<file path="src/rtl/lx32_branch_pkg.sv">
// Shared types for the lx32 branch resolution unit: comparison ops,
// BHT counter states and the saturating counter step function.
package lx32_branch_pkg;

   typedef enum logic [2:0] {
      BR_EQ  = 3'd0,
      BR_NE  = 3'd1,
      BR_LT  = 3'd2,
      BR_GE  = 3'd3,
      BR_LTU = 3'd4,
      BR_GEU = 3'd5
   } branch_op_e;

   typedef enum logic [1:0] {
      SNT = 2'b00,
      WNT = 2'b01,
      WT  = 2'b10,
      ST  = 2'b11
   } bht_state_e;

   localparam bht_state_e BHT_INIT = WNT;

   // Saturating two-bit counter step; the MSB of the result is the prediction.
   function automatic bht_state_e bht_next(input bht_state_e cur, input logic taken);
      bht_state_e nxt;
      nxt = cur;
      if (taken) begin
         if (cur != ST) nxt = bht_state_e'(cur + 2'd1);
      end else begin
         if (cur != SNT) nxt = bht_state_e'(cur - 2'd1);
      end
      return nxt;
   endfunction

endpackage

</file>
<file path="src/rtl/lx32_bht.sv">
// Direct-mapped array of 2-bit saturating counters with a combinational
// read port and a single update port; reset loads every entry with WNT.
module lx32_bht
   import lx32_branch_pkg::*;
#(
   parameter int ENTRIES = 64,
   localparam int IDX_W = $clog2(ENTRIES)
) (
   input  logic             clk,
   input  logic             rst_n,
   input  logic [IDX_W-1:0] rd_idx,
   output bht_state_e       rd_state,
   input  logic             wr_en,
   input  logic [IDX_W-1:0] wr_idx,
   input  logic             wr_taken
);

   bht_state_e bht [ENTRIES];

   // Reset has priority over any update presented in the same cycle.
   always_ff @(posedge clk) begin
      if (!rst_n) begin
         for (int i = 0; i < ENTRIES; i++) begin
            bht[i] <= BHT_INIT;
         end
      end else if (wr_en) begin
         bht[wr_idx] <= bht_next(bht[wr_idx], wr_taken);
      end
   end

   // Reads see the pre-update value when the same entry is written this cycle.
   assign rd_state = bht[rd_idx];

endmodule

</file>
<file path="src/rtl/lx32_branch_resolve_bht.sv">
// Branch resolution with a built-in BHT predictor.
// Define LX32_BHT_STATS_EN to add branch/mispredict statistics counters.
module lx32_branch_resolve_bht
   import lx32_branch_pkg::*;
#(
   parameter int WIDTH       = 32,
   parameter int BHT_ENTRIES = 64,
   parameter int PC_LSB      = 2
`ifdef LX32_BHT_STATS_EN
   ,
   parameter int STAT_W      = 32
`endif
) (
   input  logic             clk,
   input  logic             rst_n,
   input  logic [WIDTH-1:0] pred_pc,
   output logic             pred_taken,
   input  logic             ex_valid,
   input  logic             ex_is_branch,
   input  branch_op_e       ex_branch_op,
   input  logic [WIDTH-1:0] ex_src_a,
   input  logic [WIDTH-1:0] ex_src_b,
   input  logic [WIDTH-1:0] ex_pc,
   input  logic             ex_pred_taken,
   input  logic             ex_flush,
   output logic             res_valid,
   output logic             res_taken,
   output logic             res_mispredict
`ifdef LX32_BHT_STATS_EN
   ,
   output logic [STAT_W-1:0] stat_branches,
   output logic [STAT_W-1:0] stat_mispredicts
`endif
);

   localparam int IDX_W = $clog2(BHT_ENTRIES);

   logic             fire;
   logic             cmp_taken;
   logic             mispredict;
   logic [IDX_W-1:0] rd_idx;
   logic [IDX_W-1:0] wr_idx;
   bht_state_e       rd_state;
   logic             unused_bits;

   assign fire       = ex_valid & ex_is_branch & ~ex_flush;
   assign mispredict = cmp_taken ^ ex_pred_taken;
   assign rd_idx     = pred_pc[PC_LSB +: IDX_W];
   assign wr_idx     = ex_pc[PC_LSB +: IDX_W];
   assign pred_taken = rd_state[1];

   // PC bits outside the index are intentionally ignored (aliasing is allowed).
   assign unused_bits = ^{pred_pc, ex_pc, rd_state[0]};

   always_comb begin
      cmp_taken = 1'b0;
      case (ex_branch_op)
         BR_EQ:   cmp_taken = (ex_src_a == ex_src_b);
         BR_NE:   cmp_taken = (ex_src_a != ex_src_b);
         BR_LT:   cmp_taken = ($signed(ex_src_a) <  $signed(ex_src_b));
         BR_GE:   cmp_taken = ($signed(ex_src_a) >= $signed(ex_src_b));
         BR_LTU:  cmp_taken = (ex_src_a <  ex_src_b);
         BR_GEU:  cmp_taken = (ex_src_a >= ex_src_b);
         default: cmp_taken = 1'b0;
      endcase
   end

   always_ff @(posedge clk) begin
      if (!rst_n) begin
         res_valid      <= 1'b0;
         res_taken      <= 1'b0;
         res_mispredict <= 1'b0;
      end else begin
         res_valid      <= fire;
         res_taken      <= fire & cmp_taken;
         res_mispredict <= fire & mispredict;
      end
   end

   lx32_bht #(
      .ENTRIES (BHT_ENTRIES)
   ) u_bht (
      .clk      (clk),
      .rst_n    (rst_n),
      .rd_idx   (rd_idx),
      .rd_state (rd_state),
      .wr_en    (fire),
      .wr_idx   (wr_idx),
      .wr_taken (cmp_taken)
   );

`ifdef LX32_BHT_STATS_EN
   // Counters wrap naturally at 2^STAT_W.
   always_ff @(posedge clk) begin
      if (!rst_n) begin
         stat_branches    <= '0;
         stat_mispredicts <= '0;
      end else if (fire) begin
         stat_branches <= stat_branches + 1'b1;
         if (mispredict) stat_mispredicts <= stat_mispredicts + 1'b1;
      end
   end
`endif

endmodule

</file>
<file path="config.mk">
export PLATFORM = sky130hd
export DESIGN_NAME = lx32_branch_resolve_bht
export DESIGN_NICKNAME = d
export VERILOG_FILES = /design/src/rtl/lx32_branch_pkg.sv /design/src/rtl/lx32_bht.sv /design/src/rtl/lx32_branch_resolve_bht.sv
export SDC_FILE = /design/constraint.sdc
export NUM_CORES = 1
export LEC_CHECK = 0
export BUFFER_PORTS_ARGS = -buffer_cell sky130_fd_sc_hd__buf_2
export CAP_MARGIN = 30
export CORE_MARGIN = 2
export CORE_UTILIZATION = 40
export CTS_CLUSTER_DIAMETER = 80
export DETAILED_ROUTE_END_ITERATION = 7
export SYNTH_ARGS = -nofsm -noshare
export SYNTH_HDL_FRONTEND = slang
export SYNTH_HIERARCHICAL = 1
export SYNTH_SLANG_ARGS = --single-unit
export TNS_END_PERCENT = 10
</file>
<file path="constraint.sdc">
create_clock -name clk -period 3.2 [get_ports clk]
set_input_delay 0.32 -clock clk [delete_from_list [all_inputs] [get_ports clk]]
set_output_delay 0.32 -clock clk [all_outputs]
set_load 0.02 [all_outputs]
</file>
==> impl_metrics.tcl <==
set metrics [dict create \
    status "completed" \
    placed_cell_area_mm2 0.00899 \
    gr-usage-all-layers 0.211 \
    crit_chain "mux2_1 -> mux4_2 -> o31ai_1 -> o2111ai_1 -> and3b_1 -> maj3_2 -> buf_12 -> nor2_1" \
    crit_slowest_cell "mux4_2" \
    setup_violations 0 \
    numCtsBuffers 17 \
    cap_viol_max_count 0 \
    dr.pass1.iters 8 \
    first_global_vias 6344 \
    cts_max_level 4 \
    arrival_ps 3180 \
    hp-start "ex_pred_taken" \
    drt_iter0_drc 654 \
    grt_max_degree 34 \
    rsz0062_at_grt "false" \
    worst_ep_required_time_ps 3370 \
    cts-resized-gates 0 \
    gp_congestion 0.902 \
    die-area_mm2 0.0214 \
    r2r-start "u_bht/bht[47][0]" \
    syn_area_per_cell_um2 10.7 \
    netlist_instances 759 \
    power_density_mw_per_mm2 489 \
    path_max_fanout 23 \
    critPathMaxStageDelay_ps 530 \
    viasPerCell 5.60 \
    max_slew_margin 0.580 \
    synth_area_mm2 0.00809 \
    antenna_found_initial 1 \
    period_needed_ps 3010 \
    worst_r2r_path_depth 8 \
    power.leakage_nw 3.61 \
    critical_path_class "flip-flop to flip-flop" \
    cts.reportedPaths.clkPinSlew_ps 60 \
    skew_ps 12.5 \
    routed-via-count 6360 \
    total_power_w 0.00470 \
    grt_overflow_total 0 \
    cp-end-kind "flip-flop" \
    clock_latency_ps 420 \
    die_h_um 146 \
    start_util 0.404 \
    final_area_mm2 0.00961 \
    post_cts_buffers 0 \
    hold_depth 3 \
    drtAntennaViolNets 0 \
    slew_viol_final 0 \
    clockBufferDepth 2 \
    cts.sinks 131 \
    cts.hold.buffers_added 0 \
    numPortBuffers 88 \
    hold_viol 0 \
    ff2ff_setup_slack_ps 190 \
    root_buffer "clkbuf_16" \
    drt-total-wl_um 22200 \
    hold_class "input pin to flip-flop" \
    final_nets 1021 \
    cts_tree "done" \
    drc 0 \
    grt_first_pass_wirelength_um 34900 \
    fin_crit_sh 0.941 \
    whs_endpoint "res_mispredict" \
    post_drt_wl_per_cell_um 19.6 \
    design.core.area_mm2 0.0200 \
    worstSetupStartpointType "flip-flop" \
    ios 141 \
    syn_to_final_growth_pct 18.8 \
    drive_above_1_share 0.275 \
    hold_ws_ps 170 \
    synth_warnings 6 \
    synth_fp_nets 928 \
    rr_endpoint "u_bht/bht[22][1]" \
    worst_pin_slew_ps 630 \
    dieWidth_um 146 \
    max_freq_mhz 332 \
    dp_hpwl_um 16000 \
    vdd_ir_drop_max_uv 312 \
    rows 52 \
]
[flip-flops by register name, indices dropped and copies added (netlist names)]
signal          cells
res_valid           1
u_bht/bht         128
res_taken           1
res_mispredict      1
[routing by layer]
layer | track usage | vias to the layer above | wire (um)
met3 | 0.0450 | 36 | 1780
met1 | 0.286 | 3067 | 9670
met5 | 0 | - | 0
met2 | 0.335 | 298 | 10100
met4 | 0.0825 | 0 | 657
li1 | - | 2959 | -
[worst max path at each step]
stage | to | depth (start not counted) | slack, ps | startpoint
after CTS | u_bht/bht[25][1] | 8 | 240 | u_bht/bht[47][0]
after global routing | u_bht/bht[20][1] | 13 | 20 | ex_src_b[5]
final | u_bht/bht[22][1] | 8 | 190 | u_bht/bht[47][0]
after floorplan | u_bht/bht[61][1] | 14 | 280 | ex_src_b[7]
after global placement | u_bht/bht[1][1] | 13 | -110 | ex_src_a[7]
after detailed placement | u_bht/bht[39][1] | 13 | -200 | ex_src_a[11]
[power breakdown]
group | internal, W | total [W] | switching [W]
Combinational | 0.000291 | 0.000723 | 0.000432
Sequential | 0.00192 | 0.00194 | 0.0000224
Clock | 0.00130 | 0.00204 | 0.000745
[cell usage in the layout, fill, tap and decap left out, types with 11 or more instances in the layout]
master	n
ha_1	32
nor2b_1	11
a21oi_1	17
inv_1	36
nand2_1	144
mux4_2	32
clkbuf_16	17
a221oi_1	14
nand3_2	12
nor2_1	70
mux2i_1	17
edfxtp_1	128
buf_4	47
nand3_1	63
o21ai_0	12
buf_2	88
[layout make-up]
cell class / instances / area [um2]
clock buffers: 17 / 425
multi-input cells: 524 / 3680
well taps: 270 / 338
repair buffers: 142 / 933
flip-flops and latches: 131 / 3900
fillers: 1851 / 10400
inverters: 36 / 135
clock inverters: 15 / 189
diodes: 1 / 2.50
[worst max-delay path, delay by kind of cell (launching register included)]
kind / cells / cell delay [ps]
AOI/OAI and AO/OA: 2 / 600
adders and majority gates: 1 / 410
buffers and inverters: 1 / 220
DFF: 1 / 360
muxes: 2 / 840
and+or+nand+nor: 2 / 330
[metrics by stage]
stage / cells / setup TNS (ps) / worst slack (ps) / util
after floorplan: 759 / 0 / 281 / -
after global placement: 1103 / -5750 / -105 / 0.449
after detailed placement: 1103 / -12140 / -200 / 0.449
after CTS: 1135 / 0 / 244 / 0.479
after global routing: 1135 / 0 / 18.8 / 0.479
final: 1136 / 0 / 188 / 0.480
No activity file was read; power rests on OpenSTA's default activity.
